===== src/rtl/mult_div_unit.sv =====
// Multicycle signed multiply/divide unit with HI/LO result registers.
// Magnitudes are processed unsigned for WIDTH cycles, then sign-corrected in a single FIX cycle.
module mult_div_unit #(
  parameter int WIDTH = 32,
  parameter int CNT_W = 6
) (
  input  logic             clk,
  input  logic             reset,
  input  logic             start,
  input  logic             mult_or_div,
  input  logic [WIDTH-1:0] a_in,
  input  logic [WIDTH-1:0] b_in,
  output logic             busy,
  output logic             done,
  output logic             div0,
  output logic [WIDTH-1:0] hi_out,
  output logic [WIDTH-1:0] lo_out
);

  typedef enum logic [2:0] {
    S_IDLE, S_MUL_RUN, S_DIV_RUN, S_FIX, S_DONE, S_DZ
  } state_t;

  localparam logic [CNT_W-1:0] LAST_CNT = CNT_W'(WIDTH - 1);

  state_t             state_q, state_d;
  logic [CNT_W-1:0]   cnt_q, cnt_d;
  // MULT: {partial product, remaining multiplier bits}. DIV: low half shifts dividend out, quotient in.
  logic [2*WIDTH-1:0] acc_q, acc_d;
  logic [WIDTH-1:0]   rem_q, rem_d;
  logic [WIDTH-1:0]   opb_q, opb_d;
  logic               sign_q, sign_d;
  logic               rsign_q, rsign_d;
  logic               is_div_q, is_div_d;
  logic               busy_q, busy_d;
  logic               done_q, done_d;
  logic               div0_q, div0_d;
  logic [WIDTH-1:0]   hi_q, hi_d;
  logic [WIDTH-1:0]   lo_q, lo_d;

  logic [WIDTH-1:0]   abs_a, abs_b;
  logic [WIDTH:0]     mul_sum;
  logic [WIDTH:0]     div_shift, div_trial;
  logic [2*WIDTH-1:0] prod_fix;
  logic [WIDTH-1:0]   quot_fix, rem_fix;

  // -2^(W-1) maps onto its own bit pattern, which is the correct unsigned magnitude.
  assign abs_a = a_in[WIDTH-1] ? -a_in : a_in;
  assign abs_b = b_in[WIDTH-1] ? -b_in : b_in;

  assign mul_sum   = {1'b0, acc_q[2*WIDTH-1:WIDTH]} + {1'b0, (acc_q[0] ? opb_q : '0)};
  assign div_shift = {rem_q, acc_q[WIDTH-1]};
  assign div_trial = div_shift - {1'b0, opb_q};

  assign prod_fix = sign_q  ? -acc_q : acc_q;
  assign quot_fix = sign_q  ? -acc_q[WIDTH-1:0] : acc_q[WIDTH-1:0];
  assign rem_fix  = rsign_q ? -rem_q : rem_q;

  always_comb begin
    state_d  = state_q;
    cnt_d    = cnt_q;
    acc_d    = acc_q;
    rem_d    = rem_q;
    opb_d    = opb_q;
    sign_d   = sign_q;
    rsign_d  = rsign_q;
    is_div_d = is_div_q;
    hi_d     = hi_q;
    lo_d     = lo_q;

    case (state_q)
      S_IDLE: begin
        if (start) begin
          if (!mult_or_div) begin
            acc_d    = {{WIDTH{1'b0}}, abs_b};
            opb_d    = abs_a;
            sign_d   = a_in[WIDTH-1] ^ b_in[WIDTH-1];
            rsign_d  = 1'b0;
            is_div_d = 1'b0;
            cnt_d    = '0;
            state_d  = S_MUL_RUN;
          end else if (b_in == '0) begin
            state_d = S_DZ;
          end else begin
            acc_d    = {{WIDTH{1'b0}}, abs_a};
            rem_d    = '0;
            opb_d    = abs_b;
            sign_d   = a_in[WIDTH-1] ^ b_in[WIDTH-1];
            rsign_d  = a_in[WIDTH-1];
            is_div_d = 1'b1;
            cnt_d    = '0;
            state_d  = S_DIV_RUN;
          end
        end
      end
      S_MUL_RUN: begin
        acc_d = {mul_sum, acc_q[WIDTH-1:1]};
        cnt_d = cnt_q + 1'b1;
        if (cnt_q == LAST_CNT) state_d = S_FIX;
      end
      S_DIV_RUN: begin
        // Restoring step: keep the trial difference only when it did not borrow.
        if (div_trial[WIDTH]) begin
          rem_d = div_shift[WIDTH-1:0];
          acc_d = {acc_q[2*WIDTH-1:WIDTH], acc_q[WIDTH-2:0], 1'b0};
        end else begin
          rem_d = div_trial[WIDTH-1:0];
          acc_d = {acc_q[2*WIDTH-1:WIDTH], acc_q[WIDTH-2:0], 1'b1};
        end
        cnt_d = cnt_q + 1'b1;
        if (cnt_q == LAST_CNT) state_d = S_FIX;
      end
      S_FIX: begin
        if (is_div_q) begin
          hi_d = rem_fix;
          lo_d = quot_fix;
        end else begin
          hi_d = prod_fix[2*WIDTH-1:WIDTH];
          lo_d = prod_fix[WIDTH-1:0];
        end
        state_d = S_DONE;
      end
      S_DONE:  state_d = S_IDLE;
      S_DZ:    state_d = S_IDLE;
      default: state_d = S_IDLE;
    endcase

    busy_d = (state_d != S_IDLE);
    done_d = (state_d == S_DONE);
    div0_d = (state_d == S_DZ);
  end

  always_ff @(posedge clk or posedge reset) begin
    if (reset) begin
      state_q  <= S_IDLE;
      cnt_q    <= '0;
      acc_q    <= '0;
      rem_q    <= '0;
      opb_q    <= '0;
      sign_q   <= 1'b0;
      rsign_q  <= 1'b0;
      is_div_q <= 1'b0;
      busy_q   <= 1'b0;
      done_q   <= 1'b0;
      div0_q   <= 1'b0;
      hi_q     <= '0;
      lo_q     <= '0;
    end else begin
      state_q  <= state_d;
      cnt_q    <= cnt_d;
      acc_q    <= acc_d;
      rem_q    <= rem_d;
      opb_q    <= opb_d;
      sign_q   <= sign_d;
      rsign_q  <= rsign_d;
      is_div_q <= is_div_d;
      busy_q   <= busy_d;
      done_q   <= done_d;
      div0_q   <= div0_d;
      hi_q     <= hi_d;
      lo_q     <= lo_d;
    end
  end

  assign busy   = busy_q;
  assign done   = done_q;
  assign div0   = div0_q;
  assign hi_out = hi_q;
  assign lo_out = lo_q;

endmodule

===== config.mk =====
export PLATFORM = sky130hd
export DESIGN_NAME = mult_div_unit
export DESIGN_NICKNAME = d
export VERILOG_FILES = /design/src/rtl/mult_div_unit.sv
export SDC_FILE = /design/constraint.sdc
export NUM_CORES = 1
export LEC_CHECK = 0
export ABC_CLOCK_PERIOD_IN_PS = 7300
export CAP_MARGIN = 5
export CORE_ASPECT_RATIO = 0.8
export CORE_UTILIZATION = 35
export CTS_BUF_LIST = sky130_fd_sc_hd__clkbuf_4
export CTS_CLUSTER_SIZE = 16
export DETAILED_ROUTE_END_ITERATION = 10
export GPL_ROUTABILITY_DRIVEN = 0
export GPL_TIMING_DRIVEN = 0
export HOLD_SLACK_MARGIN = 0.06
export PLACE_DENSITY_LB_ADDON = 0.3
export SETUP_SLACK_MARGIN = 0.4
export SLEW_MARGIN = 20
export SYNTH_ARGS = -nofsm -noshare
export SYNTH_HDL_FRONTEND = slang
export SYNTH_SLANG_ARGS = --single-unit

===== constraint.sdc =====
create_clock -name clk -period 7.3 [get_ports clk]
set_input_delay 1.46 -clock clk [delete_from_list [all_inputs] [get_ports clk]]
set_output_delay 1.46 -clock clk [all_outputs]
set_load 0.01 [all_outputs]

==> reports/qor.txt, run 1 <==
WORST SETUP PATH
------------------------------------------------------------------------------
Start of the worst register-to-register path                          acc_q[0]
Startpoint Class                                                     flip-flop
Crit-path max FO                                                            10
CP Capture Type                                                      flip-flop
Worst Path Class, Setup                                           flip-flop to flip-flop
Setup slack of the most critical reg-to-reg path                       2.58 ns
Required time at the worst-slack endpoint                              7.99 ns
Arrival time worst endpoint                                            5.41 ns
Timing startpoint of the critical path                                acc_q[0]

TIMING
------------------------------------------------------------------------------
Worst Clk Skew                                                      0.03794 ns
Period utilisation layout                                               0.6464
Hold violation total from the final report                                   0
Unrepaired setup endpoints after global routing                          false
Setup TNS                                                                 0 ns
Worst-margin pin slew                                                 1.062 ns
Number of pins with negative max-slew slack in the final report              0
Peak Freq                                                            211.9 MHz
Worst rel slew slack                                                    0.2919
Clock period minus worst slack                                        4.719 ns
Worst-case hold slack                                                0.4717 ns
Final setup fails                                                            0

PLACE
------------------------------------------------------------------------------
Final HPWL from detailed placement                                    45240 um
Input/output buffers                                                       134
Cells after DPL                                                           2687

CLOCKING
------------------------------------------------------------------------------
Number of hold buffers added after CTS                                       0
Worst-Skew Late Latency                                                0.79 ns
Clock buffer depth                                                           3
Setup repair bufs after CTS                                                  0
Gates resized, CTS repair                                                    0
CTS clk-pin slew, worst paths                                          0.07 ns
TritonCTS clock tree                                                      done
Num CTS Buffers                                                             60
Number of sinks driven by the clock tree                                   207
H-tree depth                                                                 2
Clock tree root driver cell                                           clkbuf_4

ROUTE
------------------------------------------------------------------------------
Drt wl/cell                                                           20.48 um
Routed WL                                                             57300 um
DR pass1 iterations                                                          7
Via Count                                                                16110
DRC marker count from the first detailed-route iteration                  1973
Ratio of routed vias to standard cells                                   5.757
Remaining antenna violation count after routing                              0
DRC                                                                          0

MIN PATH
------------------------------------------------------------------------------
Path category of the worst min-delay check                        flip-flop to flip-flop
Startpoint of the tightest hold check path                          hi_out[23]

SYNTHESIS
------------------------------------------------------------------------------
Number of storage elements in the synthesis netlist                        207
Fraction of the mapped netlist area in adder cells                     0.05705
Share of synthesized area occupied by flip-flops and latches            0.3271
Avg Inst Size Synth                                                8.150 sq um
Yosys warnings                                                               0
Main combinational cell family by area after synthesis            compound AO/OA/AOI/OAI gates
Mapped cell area                                                  0.01584 sq mm
Leading post-synthesis cells by cell area                         dfrtp_1 (33%), o21ai_0 (8.6%), nand2_1 (7.0%)
Share of the synthesized area in the top cell type                      0.3271
Count leader, synth                                                    nand2_1
Number of cells produced by synthesis                                     1943
Cell type contributing the most total cell area after synthesis        dfrtp_1
Share of synthesized cell area in and, or, nand and nor gates           0.1797
Share of flip-flops with an asynchronous set or reset                    1.000
Commonest cells in the synthesized netlist                        nand2_1 (296), o21ai_0 (272), dfrtp_1 (207), nor2_1 (112), a21oi_1 (106)
Area share of xor/xnor cells in the synthesized design                  0.1128
Mux contribution to synthesized area                                   0.02734
Synth unique cells                                                          80
Post-Synthesis Net Count                                                  2082
Synth Area in Compound Gates                                            0.2509
Number of enable-type register cells in the synthesized netlist              0
Top_reg_cell synth                                                     dfrtp_1

GRT
------------------------------------------------------------------------------
Number of global-route vias before repair                                14860
Total track usage                                                       0.2469
Initial antenna violation count                                              2
Total gr overflow                                                            0
Pin count of the biggest net entering global routing                        33
Global-route wire length before repair                                87080 um

FLOORPLAN
------------------------------------------------------------------------------
Placeable core region                                             0.04455 sq mm
Total Die Area                                                    0.04610 sq mm
Number of cell rows                                                         69
Starting density of the core                                            0.3555
Die X                                                                 239.8 um
Die Height                                                            192.3 um
I/O pins                                                                   135

FINISH
------------------------------------------------------------------------------
Post-layout utilization of the core                                     0.4236
Final net count                                                           2285
Area delta synth->final                                                 19.18%
Share of cells above drive strength 1                                  0.06700
Non-filler cells in the finished layout                                   2798

PWR
------------------------------------------------------------------------------
Comb power frac                                                          0.623
Share of power burned in the clock network                               0.134
Leakage dissipation                                                   8.116 nW
Sequential cell fraction of total power                                  0.242
Int Power                                                             4.337 mW
Worst-case vdd ir drop                                               0.1639 mV
Net switching fraction of the power                                     0.4989
Power per cell area                                               458.5 mW/mm^2
Sw power                                                              4.317 mW

RUN STATUS
------------------------------------------------------------------------------
Status                                                            complete, no violations

JOB
------------------------------------------------------------------------------
Number of max-cap violations                                                 0

[sequential cells by signal (all words and copies together), names as in the netlist, 3 cells and up]
name and count:
acc_q 64, cnt_q 6, hi_out 32, lo_out 32, opb_q 32, rem_q 32
state_q 3
[through the flow]
stage	area [sq um]	power (mW)	worst slack, ns
floorplan	15840	5.613	3.154
global placement	17930	7.253	1.270
detailed placement	18080	7.368	2.181
CTS	18870	8.573	2.675
global route	18870	9.288	2.260
finish	18870	8.654	2.581
[worst paths after layout]
path / to / cells past startpoint
setup / recovery: acc_q[61] / 13
hold / removal: hi_out[23] / 2
setup reg to reg: acc_q[61] / 13
hold reg to reg: hi_out[23] / 2
max in group asynchronous: lo_out[26] / 6
min in group asynchronous: rem_q[2] / 2
[critical path: stages (launching register included)]
cell and delay (ns):
dfrtp_1 0.47, inv_1 0.32, buf_1 0.52, nor2_1 0.14, ha_1 0.37, a21oi_1 0.30
o211ai_1 0.17, o211a_1 0.27, o311ai_0 0.69, a31oi_1 0.35, o21ai_0 0.52, o211ai_1 0.21
xnor2_1 0.15, o21ai_0 0.14
[placed cells by master, fill, tap and decap left out, drive strengths merged, types with 13 or more instances in the layout]
| cell | netlist | layout |
|---|---|---|
| o31ai | 47 | 47 |
| mux2i | 41 | 41 |
| dfrtp | 207 | 207 |
| clkinv | 0 | 20 |
| or4 | 19 | 19 |
| nor4 | 19 | 19 |
| inv | 68 | 67 |
| a222oi | 15 | 15 |
| xnor2 | 100 | 100 |
| a211oi | 20 | 20 |
| nor2 | 112 | 112 |
| nand4 | 13 | 13 |
| o21a | 16 | 16 |
| xor2 | 104 | 104 |
| clkdlybuf4s50 | 0 | 134 |
| a221oi | 13 | 13 |
| a21oi | 106 | 106 |
| o41ai | 29 | 29 |
| nor3 | 18 | 18 |
| or3 | 18 | 18 |
| a21o | 26 | 26 |
| ha | 69 | 69 |
| nand3 | 23 | 23 |
| o211ai | 19 | 19 |
| nand2 | 297 | 297 |
| nor2b | 13 | 13 |
| o21ai | 275 | 275 |
| nand2b | 27 | 27 |
| clkbuf | 87 | 176 |
| buf | 28 | 35 |
[cell families (layout without fill, tap and decap cells)]
logic type | after synthesis | count (layout)
XOR/XNOR | 204 | 204
adder cells (fa/ha/maj) | 71 | 71
flip-flops | 207 | 207
buffers and inverters | 183 | 434
multiplexers | 43 | 43
AO/OA/AOI/OAI | 632 | 632
other | 0 | 1
AND/OR/NAND/NOR | 603 | 603
[power by group through the flow]
stage                     Clock, mW  Combinational [mW]  Sequential, mW
after global placement            0                5.16            2.09
after detailed placement          0                5.26            2.10
after CTS                      1.19                5.29            2.09
final                          1.16                5.39            2.10
after global routing           1.25                5.87            2.16
after floorplan                   0                3.57            2.04
[layer usage]
metal	wire, um	track usage
met1	26140	0.3638
met2	23690	0.3531
met3	5523	0.04964
met4	1923	0.08770
met5	12	0
[area by class of cell]
type / instances / area [sq um]
timing repair buffer: 141 / 1489
fill: 4507 / 25680
multi-input combinational: 1553 / 9942
sequential: 207 / 5180
antenna: 1 / 2.502
buffer: 115 / 457.9
clock buffer: 89 / 668.1
clock inverter: 21 / 118.9
tap: 603 / 754.5
inverter: 68 / 259.0
No activity file was read; power rests on OpenSTA's default activity.
==> inputs of run 2 (changes only) <==
Settings changed: ABC_CLOCK_PERIOD_IN_PS 7300 to 4200.
Clock period 7.3 ns to 4.2 ns, I/O delays scaled along.
==> run 2 against run 1 <==
Critical path type unchanged. Count of clock-buffer cells in the layout unchanged. Register-to-register slack lost 2.1 ns. Via count down 0.31%. Combinational power is 78% higher. Global-route usage about the same.
==> reports/qor.txt, run 2 (synthesis results as in run 1) <==
GRT
------------------------------------------------------------------------------
Number of global-route vias before repair                                14880   +0.13%
Total gr overflow                                                            0   unchanged
Initial antenna violation count                                              2   unchanged
Pin count of the biggest net entering global routing                        33   unchanged
Total track usage                                                       0.2471   +0.0002802
Global-route wire length before repair                                87180 um   +0.12%

FINISH
------------------------------------------------------------------------------
Most common library cell in the layout ignoring fill and taps          nand2_1
Share of cells above drive strength 1                                  0.07878   +0.01178
Final net count                                                           2287   +0.088%
Fill cell instance count of the final layout                              4497   -0.22%
Largest Register                                                         acc_q
Non-filler cells in the finished layout                                   2800   +0.071%
Number of flip-flops in the largest register                                64   unchanged
Area delta synth->final                                                 20.31%
Most frequent cells in the layout                                 nand2_1 (296), o21ai_0 (268), dfrtp_1 (207), clkdlybuf4s50_1 (134), nor2_1 (110)

TIMING
------------------------------------------------------------------------------
Worst Clk Skew                                                      0.03479 ns   -0.003143 ns
Worst-margin pin slew                                                 1.076 ns   +0.01360 ns
Setup TNS                                                                 0 ns   unchanged
Unrepaired setup endpoints after global routing                           true
Peak Freq                                                            271.1 MHz   +28%
Hold violation total from the final report                                   0   unchanged
Period utilisation layout                                               0.8783   +0.2319
Final setup fails                                                            0   unchanged
Worst-case hold slack                                                0.4343 ns   -0.03738 ns
Number of pins with negative max-slew slack in the final report              0   unchanged
Clock period minus worst slack                                        3.689 ns   -1.030 ns
Worst rel slew slack                                                    0.2763   -0.01568

FLOORPLAN
------------------------------------------------------------------------------
Die Height                                                            192.3 um   unchanged
Placeable core region                                             0.04455 sq mm   unchanged
Starting density of the core                                            0.3555   unchanged
Die X                                                                 239.8 um   unchanged
Number of cell rows                                                         69   unchanged
I/O pins                                                                   135   unchanged
Total Die Area                                                    0.04610 sq mm   unchanged

CLOCKING
------------------------------------------------------------------------------
Num CTS Buffers                                                             60   unchanged
Clock buffer depth                                                           3   unchanged
Worst-Skew Late Latency                                                0.78 ns   about the same
TritonCTS clock tree                                                      done
Clock tree root driver cell                                           clkbuf_4
H-tree depth                                                                 2   unchanged
CTS clk-pin slew, worst paths                                          0.07 ns   about the same
Number of hold buffers added after CTS                                       0   unchanged
Number of sinks driven by the clock tree                                   207   unchanged

WORST SETUP PATH
------------------------------------------------------------------------------
Arrival time worst endpoint                                            4.34 ns   -1.07 ns
Startpoint Class                                                     flip-flop
Crit-path max FO                                                            10   unchanged
Required time at the worst-slack endpoint                              4.85 ns   -3.14 ns
Worst Path Class, Setup                                           flip-flop to flip-flop
CP Capture Type                                                      flip-flop

ROUTE
------------------------------------------------------------------------------
DRC                                                                          0   unchanged
DRC marker count from the first detailed-route iteration                  2108   +6.8%
Routed WL                                                             57430 um   +0.24%
Drt wl/cell                                                           20.51 um   +0.17%
Ratio of routed vias to standard cells                                   5.735   -0.38%
DR pass1 iterations                                                          7   unchanged
Via Count                                                                16060   -0.31%
Remaining antenna violation count after routing                              0   unchanged

JOB
------------------------------------------------------------------------------
Number of max-cap violations                                                 0   unchanged

PWR
------------------------------------------------------------------------------
Power per cell area                                               800.6 mW/mm^2   +75%
Worst-case vdd ir drop                                               0.3092 mV   +89%
Leakage dissipation                                                   8.155 nW   +0.48%

PLACE
------------------------------------------------------------------------------
Input/output buffers                                                       134   unchanged
Final HPWL from detailed placement                                    45240 um   unchanged
Cells after DPL                                                           2687   unchanged

MIN PATH
------------------------------------------------------------------------------
Path category of the worst min-delay check                        input port to async pin

RUN STATUS
------------------------------------------------------------------------------
Status                                                            complete, no violations

run 2: path summary, 6_finish.rpt:
kind	start	endpoint	slack (ns)	cells after the start
worst max-delay path	acc_q[0]	acc_q[53]	0.51	13
worst min-delay path	reset	rem_q[2]	0.43	2
worst max register to register	acc_q[0]	acc_q[53]	0.51	13
worst min register to register	hi_out[28]	hi_out[28]	0.47	2
max in group asynchronous	reset	lo_out[26]	2.61	6
min in group clk	hi_out[28]	hi_out[28]	0.47	2
run 2: power by group:
part / switching (mW) / internal [mW] / leakage [nW]
combinational: 5.78 / 3.80 / 5.05
clock: 0.987 / 1.03 / 0.467
sequential: 0.833 / 2.83 / 2.63
run 2: through the flow:
step                      worst slack (ns)  utilization  instance area, sq um  power, mW
after CTS                           0.4030       0.4250                 18930      14.97
final                               0.5111       0.4276                 19050      15.25
after floorplan                     0.6738            -                 15840      9.756
after global placement              -1.210       0.4026                 17930      12.61
after detailed placement           -0.4249       0.4059                 18080      12.81
after global routing                0.3028       0.4276                 19050      16.34
run 2: critical path, stage by stage (launching register included):
cell      delay (ns)
dfrtp_1         0.48
inv_2           0.22
buf_2           0.30
nor2_1          0.10
ha_1            0.36
a21oi_2         0.23
o211ai_1        0.14
o211a_1         0.29
o311ai_4        0.31
a31oi_2         0.22
o21ai_0         0.26
nand2b_1        0.08
a211o_1         0.29
a32o_1          0.26
run 2: metal layers:
metal	GRT usage	wire (um)
met5	0	12
met4	0.08672	1894
met3	0.04964	5505
met2	0.3545	23890
met1	0.3638	26130
run 2: timing repair:
item,4_1_cts,5_1_grt
pin swaps,0,1
buffers inserted,0,2
setup endpoints to repair,62,75
resized for setup,21,25
run 2: layout make-up:
type                    instances  area [sq um]  area share
plain buffers                 115         489.2     0.02568
clock inverters                21         118.9    0.006239
diodes                          1         2.502   0.0001314
clock buffers                  89         668.1     0.03507
inverters                      68         259.0     0.01360
multi-input cells            1553         10070      0.5288
flip-flops and latches        207          5180      0.2719
well taps                     603         754.5     0.03960
repair buffers                143          1504     0.07894
